===== config.mk =====
export PLATFORM = sky130hd
export DESIGN_NAME = usb_tx_fsm
export DESIGN_NICKNAME = d
export VERILOG_FILES = /design/src/rtl/usb_tx_fsm.sv
export SDC_FILE = /design/constraint.sdc
export NUM_CORES = 1
export LEC_CHECK = 0
export ABC_AREA = 1
export CAP_MARGIN = 15
export CORE_MARGIN = 2
export CORE_UTILIZATION = 58
export DETAILED_ROUTE_END_ITERATION = 7
export GPL_TIMING_DRIVEN = 0
export PLACE_DENSITY = 0.81
export SYNTH_ARGS = -nofsm -noshare
export SYNTH_HDL_FRONTEND = slang
export SYNTH_SLANG_ARGS = --single-unit

===== constraint.sdc =====
create_clock -name clk -period 2.1 [get_ports clk]
set_input_delay 0.63 -clock clk [delete_from_list [all_inputs] [get_ports clk]]
set_output_delay 0.63 -clock clk [all_outputs]
set_load 0.05 [all_outputs]

===== src/rtl/usb_tx_fsm.sv =====
// usb_tx_fsm: USB packet transmitter (SYNC, PID, DATA, CRC16, EOP)
// with bit stuffing and NRZI line coding on registered D+/D- outputs.
module usb_tx_fsm #(
  parameter int CLKS_PER_BIT = 8
) (
  input  logic       clk,
  input  logic       n_rst,
  input  logic       tx_start,
  input  logic [2:0] tx_packet,
  input  logic [6:0] buffer_occupancy,
  input  logic [7:0] tx_data,
  output logic       get_tx_data,
  output logic       dp_out,
  output logic       dm_out,
  output logic       tx_busy,
  output logic       tx_done,
  output logic       tx_error
);

  localparam int CW = (CLKS_PER_BIT > 1) ? $clog2(CLKS_PER_BIT) : 1;
  localparam logic [CW-1:0] LAST = CW'(CLKS_PER_BIT - 1);

  typedef enum logic [2:0] {
    IDLE, SYNC, PID, DATA, CRC_LO, CRC_HI, EOP_SE0, EOP_J
  } state_t;

  state_t      state, state_nx;
  logic [CW-1:0] cnt, cnt_nx;
  logic [2:0]  idx, idx_nx;
  logic [7:0]  shreg, shreg_nx;
  logic [2:0]  ptype, ptype_nx;
  logic [6:0]  count, count_nx;
  logic [2:0]  ones, ones_nx;
  logic        stuff, stuff_nx;
  logic [15:0] crc, crc_nx;
  logic        dp_nx, dm_nx;
  logic        busy_nx, done_nx, err_nx, get_nx;

  logic        bit_end, cur, valid, hshake, need_stuff;
  logic [3:0]  nib;

  assign bit_end = (cnt == LAST);
  assign cur     = shreg[0];
  assign valid   = (tx_packet != 3'd0) && (tx_packet < 3'd6);
  assign hshake  = (ptype >= 3'd3);

  // Reflected form of x^16+x^15+x^2+1, fed LSB first
  function automatic logic [15:0] crc_step(
    input logic [15:0] c,
    input logic        b
  );
    logic fb;
    fb = c[0] ^ b;
    crc_step = {1'b0, c[15:1]} ^ (fb ? 16'hA001 : 16'h0000);
  endfunction

  always_comb begin
    unique case (ptype)
      3'd1:    nib = 4'b0011;
      3'd2:    nib = 4'b1011;
      3'd3:    nib = 4'b0010;
      3'd4:    nib = 4'b1010;
      3'd5:    nib = 4'b1110;
      default: nib = 4'b0000;
    endcase
  end

  always_comb begin
    state_nx   = state;
    cnt_nx     = cnt + CW'(1);
    idx_nx     = idx;
    shreg_nx   = shreg;
    ptype_nx   = ptype;
    count_nx   = count;
    ones_nx    = ones;
    stuff_nx   = stuff;
    crc_nx     = crc;
    dp_nx      = dp_out;
    dm_nx      = dm_out;
    busy_nx    = tx_busy;
    done_nx    = 1'b0;
    err_nx     = 1'b0;
    get_nx     = 1'b0;
    need_stuff = 1'b0;

    if (state == IDLE) begin
      cnt_nx  = '0;
      dp_nx   = 1'b1;
      dm_nx   = 1'b0;
      busy_nx = 1'b0;
      if (tx_start) begin
        if (valid) begin
          state_nx = SYNC;
          shreg_nx = 8'h80;
          idx_nx   = 3'd0;
          ptype_nx = tx_packet;
          count_nx = (buffer_occupancy > 7'd64) ?
                     7'd64 : buffer_occupancy;
          ones_nx  = 3'd0;
          stuff_nx = 1'b0;
          crc_nx   = 16'hFFFF;
          busy_nx  = 1'b1;
          dp_nx    = 1'b0;
          dm_nx    = 1'b1;
        end else begin
          err_nx = 1'b1;
        end
      end
    end else if (bit_end) begin
      cnt_nx = '0;
      if (state == EOP_SE0) begin
        idx_nx = idx + 3'd1;
        if (idx == 3'd1) begin
          state_nx = EOP_J;
          dp_nx    = 1'b1;
          dm_nx    = 1'b0;
        end
      end else if (state == EOP_J) begin
        state_nx = IDLE;
        busy_nx  = 1'b0;
        done_nx  = 1'b1;
      end else begin
        if (!stuff) begin
          ones_nx    = cur ? ones + 3'd1 : 3'd0;
          need_stuff = cur && (ones == 3'd5);
          if (state == DATA)
            crc_nx = crc_step(crc, cur);
        end else begin
          ones_nx = 3'd0;
        end

        if (need_stuff) begin
          // Stuffed zero: line toggles, pipeline holds
          stuff_nx = 1'b1;
          dp_nx    = ~dp_out;
          dm_nx    = dp_out;
        end else begin
          stuff_nx = 1'b0;
          idx_nx   = idx + 3'd1;
          shreg_nx = {1'b0, shreg[7:1]};
          if (idx == 3'd7) begin
            case (state)
              SYNC: begin
                state_nx = PID;
                shreg_nx = {~nib, nib};
              end
              PID, DATA: begin
                if (state == PID && hshake) begin
                  state_nx = EOP_SE0;
                end else if (count != 7'd0) begin
                  state_nx = DATA;
                  shreg_nx = tx_data;
                  get_nx   = 1'b1;
                  count_nx = count - 7'd1;
                end else begin
                  state_nx = CRC_LO;
                  shreg_nx = ~crc_nx[7:0];
                end
              end
              CRC_LO: begin
                state_nx = CRC_HI;
                shreg_nx = ~crc[15:8];
              end
              default: state_nx = EOP_SE0;
            endcase
          end

          if (state_nx == EOP_SE0) begin
            dp_nx = 1'b0;
            dm_nx = 1'b0;
          end else if (!shreg_nx[0]) begin
            dp_nx = ~dp_out;
            dm_nx = dp_out;
          end
        end
      end
    end
  end

  always_ff @(posedge clk or negedge n_rst) begin
    if (!n_rst) begin
      state       <= IDLE;
      cnt         <= '0;
      idx         <= 3'd0;
      shreg       <= 8'h00;
      ptype       <= 3'd0;
      count       <= 7'd0;
      ones        <= 3'd0;
      stuff       <= 1'b0;
      crc         <= 16'hFFFF;
      dp_out      <= 1'b1;
      dm_out      <= 1'b0;
      tx_busy     <= 1'b0;
      tx_done     <= 1'b0;
      tx_error    <= 1'b0;
      get_tx_data <= 1'b0;
    end else begin
      state       <= state_nx;
      cnt         <= cnt_nx;
      idx         <= idx_nx;
      shreg       <= shreg_nx;
      ptype       <= ptype_nx;
      count       <= count_nx;
      ones        <= ones_nx;
      stuff       <= stuff_nx;
      crc         <= crc_nx;
      dp_out      <= dp_nx;
      dm_out      <= dm_nx;
      tx_busy     <= busy_nx;
      tx_done     <= done_nx;
      tx_error    <= err_nx;
      get_tx_data <= get_nx;
    end
  end

endmodule


==> impl_metrics.env <==
export IMPL_use_met1=0.332
export IMPL_holdBufCountCts=0
export IMPL_skew_ns=0.0141
export IMPL_gr_total_overflow=0
export IMPL_area_growth_syn_to_layout_pct=18.0
export IMPL_synth_nets=457
export IMPL_drt_pass1_iter_count=5
export IMPL_drive_gt1_frac=0.171
export IMPL_ios=27
export IMPL_crit_fanout=5
export IMPL_ant_nets=0
export IMPL_fin_area_um2=3870
export IMPL_power_switching_uw=1860
export IMPL_synth_top_area_frac=0.274
export IMPL_switching_share=0.441
export IMPL_status="finished, final reports clean"
export IMPL_clk_latency_ns=0.32
export IMPL_ys_async_sr_fraction=1.00
export IMPL_place_area_um2=3650
export IMPL_cp_start_kind="input port"
export IMPL_ys_warnings_count=0
export IMPL_clk_path_buf_depth=2
export IMPL_ys_top_cells_by_count="80 x nand2_1, 62 x inv_1, 51 x o21ai_0"
export IMPL_yosysMostFrequentCell="nand2_1"
export IMPL_wl_per_cell_um=14.3
export IMPL_powerDensity_nw_per_um2=1090
export IMPL_ys_flop_type="dfrtp_1"
export IMPL_die_width_um=79.3
export IMPL_remaining_drc_errors=0
export IMPL_port_buffers=26
export IMPL_power_internal_uw=2350
export IMPL_placed_cells=526
export IMPL_diodes=0
export IMPL_stdcell_count=539
export IMPL_setup_viol=0
export IMPL_p_leak_uw=0.00187
export IMPL_finalCriticalPeriod_ns=2.08
export IMPL_post_route_period_util=0.990
export IMPL_synth_cell_types=44
export IMPL_cts_buffers=5
export IMPL_core_um2=5470
export IMPL_power_frac_clock=0.137
export IMPL_nets=496
export IMPL_cts_tree="done"
export IMPL_netlist_area_um2=3280
export IMPL_track_usage=0.257
export IMPL_hp_class="input port to async pin"
export IMPL_vias=3033
export IMPL_crit_required_ns=2.35
export IMPL_p_total_uw=4210
export IMPL_slew_headroom=0.546
export IMPL_htreeDepth=2
export IMPL_seqPwrFrac=0.400
export IMPL_clkSinkCount=53
export IMPL_grt_pass1_vias=2905
export IMPL_tightest_slew_ns=0.680
export IMPL_fmax_mhz=481
export IMPL_crit_type="input port to flip-flop"
export IMPL_p_comb_frac=0.463
export IMPL_rows=27
export IMPL_yosysTopAreaCell="dfrtp_1"
export IMPL_root_buffer="clkbuf_8"
export IMPL_synth_avg_cell_area_um2=7.69
export IMPL_hpwl_um=5530
export IMPL_antenna_found_initial=0
export IMPL_grt_start_max_net_pins=33
export IMPL_yosysSeqAreaShare=0.410
export IMPL_synth_edf_count=0
export IMPL_drv_slew=0
export IMPL_start_util=0.600
export IMPL_die_h_um=79.3
export IMPL_grtUsageMet2=0.445
export IMPL_rsz0062_at_grt="true"
export IMPL_gr_max_usage_layer="met2"
export IMPL_place_congestion=0.889
export IMPL_synth_area_top_cells="dfrtp_1 27%, dfstp_2 14%, nand2_1 9.1%"
export IMPL_synth_seq_cells=53
export IMPL_ir_drop_uv=836
export IMPL_via_per_inst=5.63
export IMPL_grt_pass1_wl_um=12800
export IMPL_synth_cells=427
export IMPL_crit_path_end_kind="flip-flop"
export IMPL_drtIter0Drc=227
export IMPL_maxCapViolCount=0
export IMPL_cts_clk_slew_worst_paths_ns=0.10
export IMPL_wl_um=7720
export IMPL_arrival_ns=2.33
export IMPL_grt_met3_usage=0.0500
export IMPL_die_area_um2=6280
export IMPL_hold_viol=0
metrics by stage:
step	hold WS (ns)	TNS [ns]	utilization	worst slack, ns
after floorplan	0.334	0	-	0.248
after global placement	0.428	-63.96	0.664	-1.14
after detailed placement	0.428	-13.96	0.667	-0.441
after CTS	0.292	-0.00636	0.687	-0.00636
after global routing	0.313	-0.210	0.708	-0.0557
final	0.276	0	0.708	0.0206
cell type report:
class / instances / area (um^2)
fill: 440 / 1600
inverter: 71 / 277
clock inverter: 2 / 10.0
sequential: 53 / 1350
multi-input combinational: 292 / 1660
timing repair buffer: 32 / 337
buffer: 11 / 77.6
tap: 72 / 90.1
clock buffer: 6 / 72.6
per-layer routing:
| metal | vias to the layer above | routed length, um |
|---|---|---|
| li1 | 1505 | - |
| met1 | 1436 | 3430 |
| met2 | 76 | 3800 |
| met3 | 16 | 345 |
| met4 | 0 | 141 |
| met5 | - | 0 |
cells in the final DEF, fill, tap and decap left out, types with 3 or more instances in the layout:
| cell type | instances |
|---|---|
| dfstp_2 | 17 |
| inv_2 | 8 |
| clkdlybuf4s50_1 | 18 |
| clkbuf_1 | 3 |
| nand3_1 | 25 |
| buf_2 | 3 |
| buf_4 | 6 |
| nand2_1 | 80 |
| a22oi_1 | 4 |
| clkbuf_8 | 5 |
| o21ai_1 | 6 |
| nand2_4 | 4 |
| dlymetal6s2s_1 | 4 |
| nor3_4 | 3 |
| o2111ai_1 | 5 |
| dfrtp_1 | 36 |
| nand4_1 | 5 |
| o211ai_1 | 6 |
| inv_4 | 4 |
| nor2_1 | 37 |
| ha_1 | 9 |
| o22ai_1 | 7 |
| inv_1 | 59 |
| nor3_1 | 3 |
| nor2_4 | 3 |
| a21oi_2 | 4 |
| o21ai_0 | 48 |
| a21oi_1 | 11 |
| a31oi_1 | 5 |
| dlygate4sd2_1 | 3 |
| nand3_2 | 4 |
path summary, 6_finish.rpt:
path	from	endpoint	slack [ns]	cells after the start
min in group clk	cnt[0]$_DFF_PN0_	cnt[0]$_DFF_PN0_	0.44	1
max in group asynchronous	n_rst	dp_out$_DFFE_PN1P_	1.19	2
hold reg to reg	cnt[0]$_DFF_PN0_	cnt[0]$_DFF_PN0_	0.44	1
hold / removal	n_rst	shreg[5]$_DFFE_PN0P_	0.28	1
setup / recovery	tx_packet[1]	crc[11]$_DFFE_PN1P_	0.02	13
setup reg to reg	state[0]$_DFFE_PN0P_	crc[6]$_DFFE_PN1P_	0.16	7
critical path: stages:
cell and delay, ns:
clkdlybuf4s50_1 0.46, inv_1 0.07, nand3_2 0.08, o21ai_2 0.06, nor2_2 0.13, nand2_4 0.07
o21ai_4 0.09, nand2_4 0.11, a21oi_4 0.21, inv_4 0.07, clkbuf_16 0.16, nor3_2 0.12
a21oi_1 0.06
power groups by stage:
stage | Sequential (uW) | Clock, uW | Combinational (uW)
finish | 1680 | 578 | 1950
global route | 1720 | 607 | 2210
global placement | 1680 | 0 | 1780
detailed placement | 1700 | 0 | 1830
CTS | 1680 | 580 | 1850
floorplan | 1740 | 0 | 1290
flip-flops by register name, indices dropped and copies added, names as in the netlist, 3 cells and up:
signal,flops
state,3
ptype,3
idx,3
shreg,8
count,7
cnt,3
ones,3
crc,16
cell families (layout without fill, tap and decap cells):
logic type / after synthesis / after routing / synth area share
flops: 53 / 53 / 0.410
simple gates: 175 / 175 / 0.256
buf+inv: 82 / 122 / 0.102
compound gates: 106 / 106 / 0.192
xor+xnor: 2 / 2 / 0.00533
fa+ha+maj: 9 / 9 / 0.0343
timing repair:
action / in CTS / in global routing
pin swaps: 3 / 2
endpoints found under the setup margin: 34 / 36
cloned: 0 / 1
gates resized for setup: 7 / 27
buffers inserted: 3 / 1
Note: power is estimated with default switching activity, not from simulation.
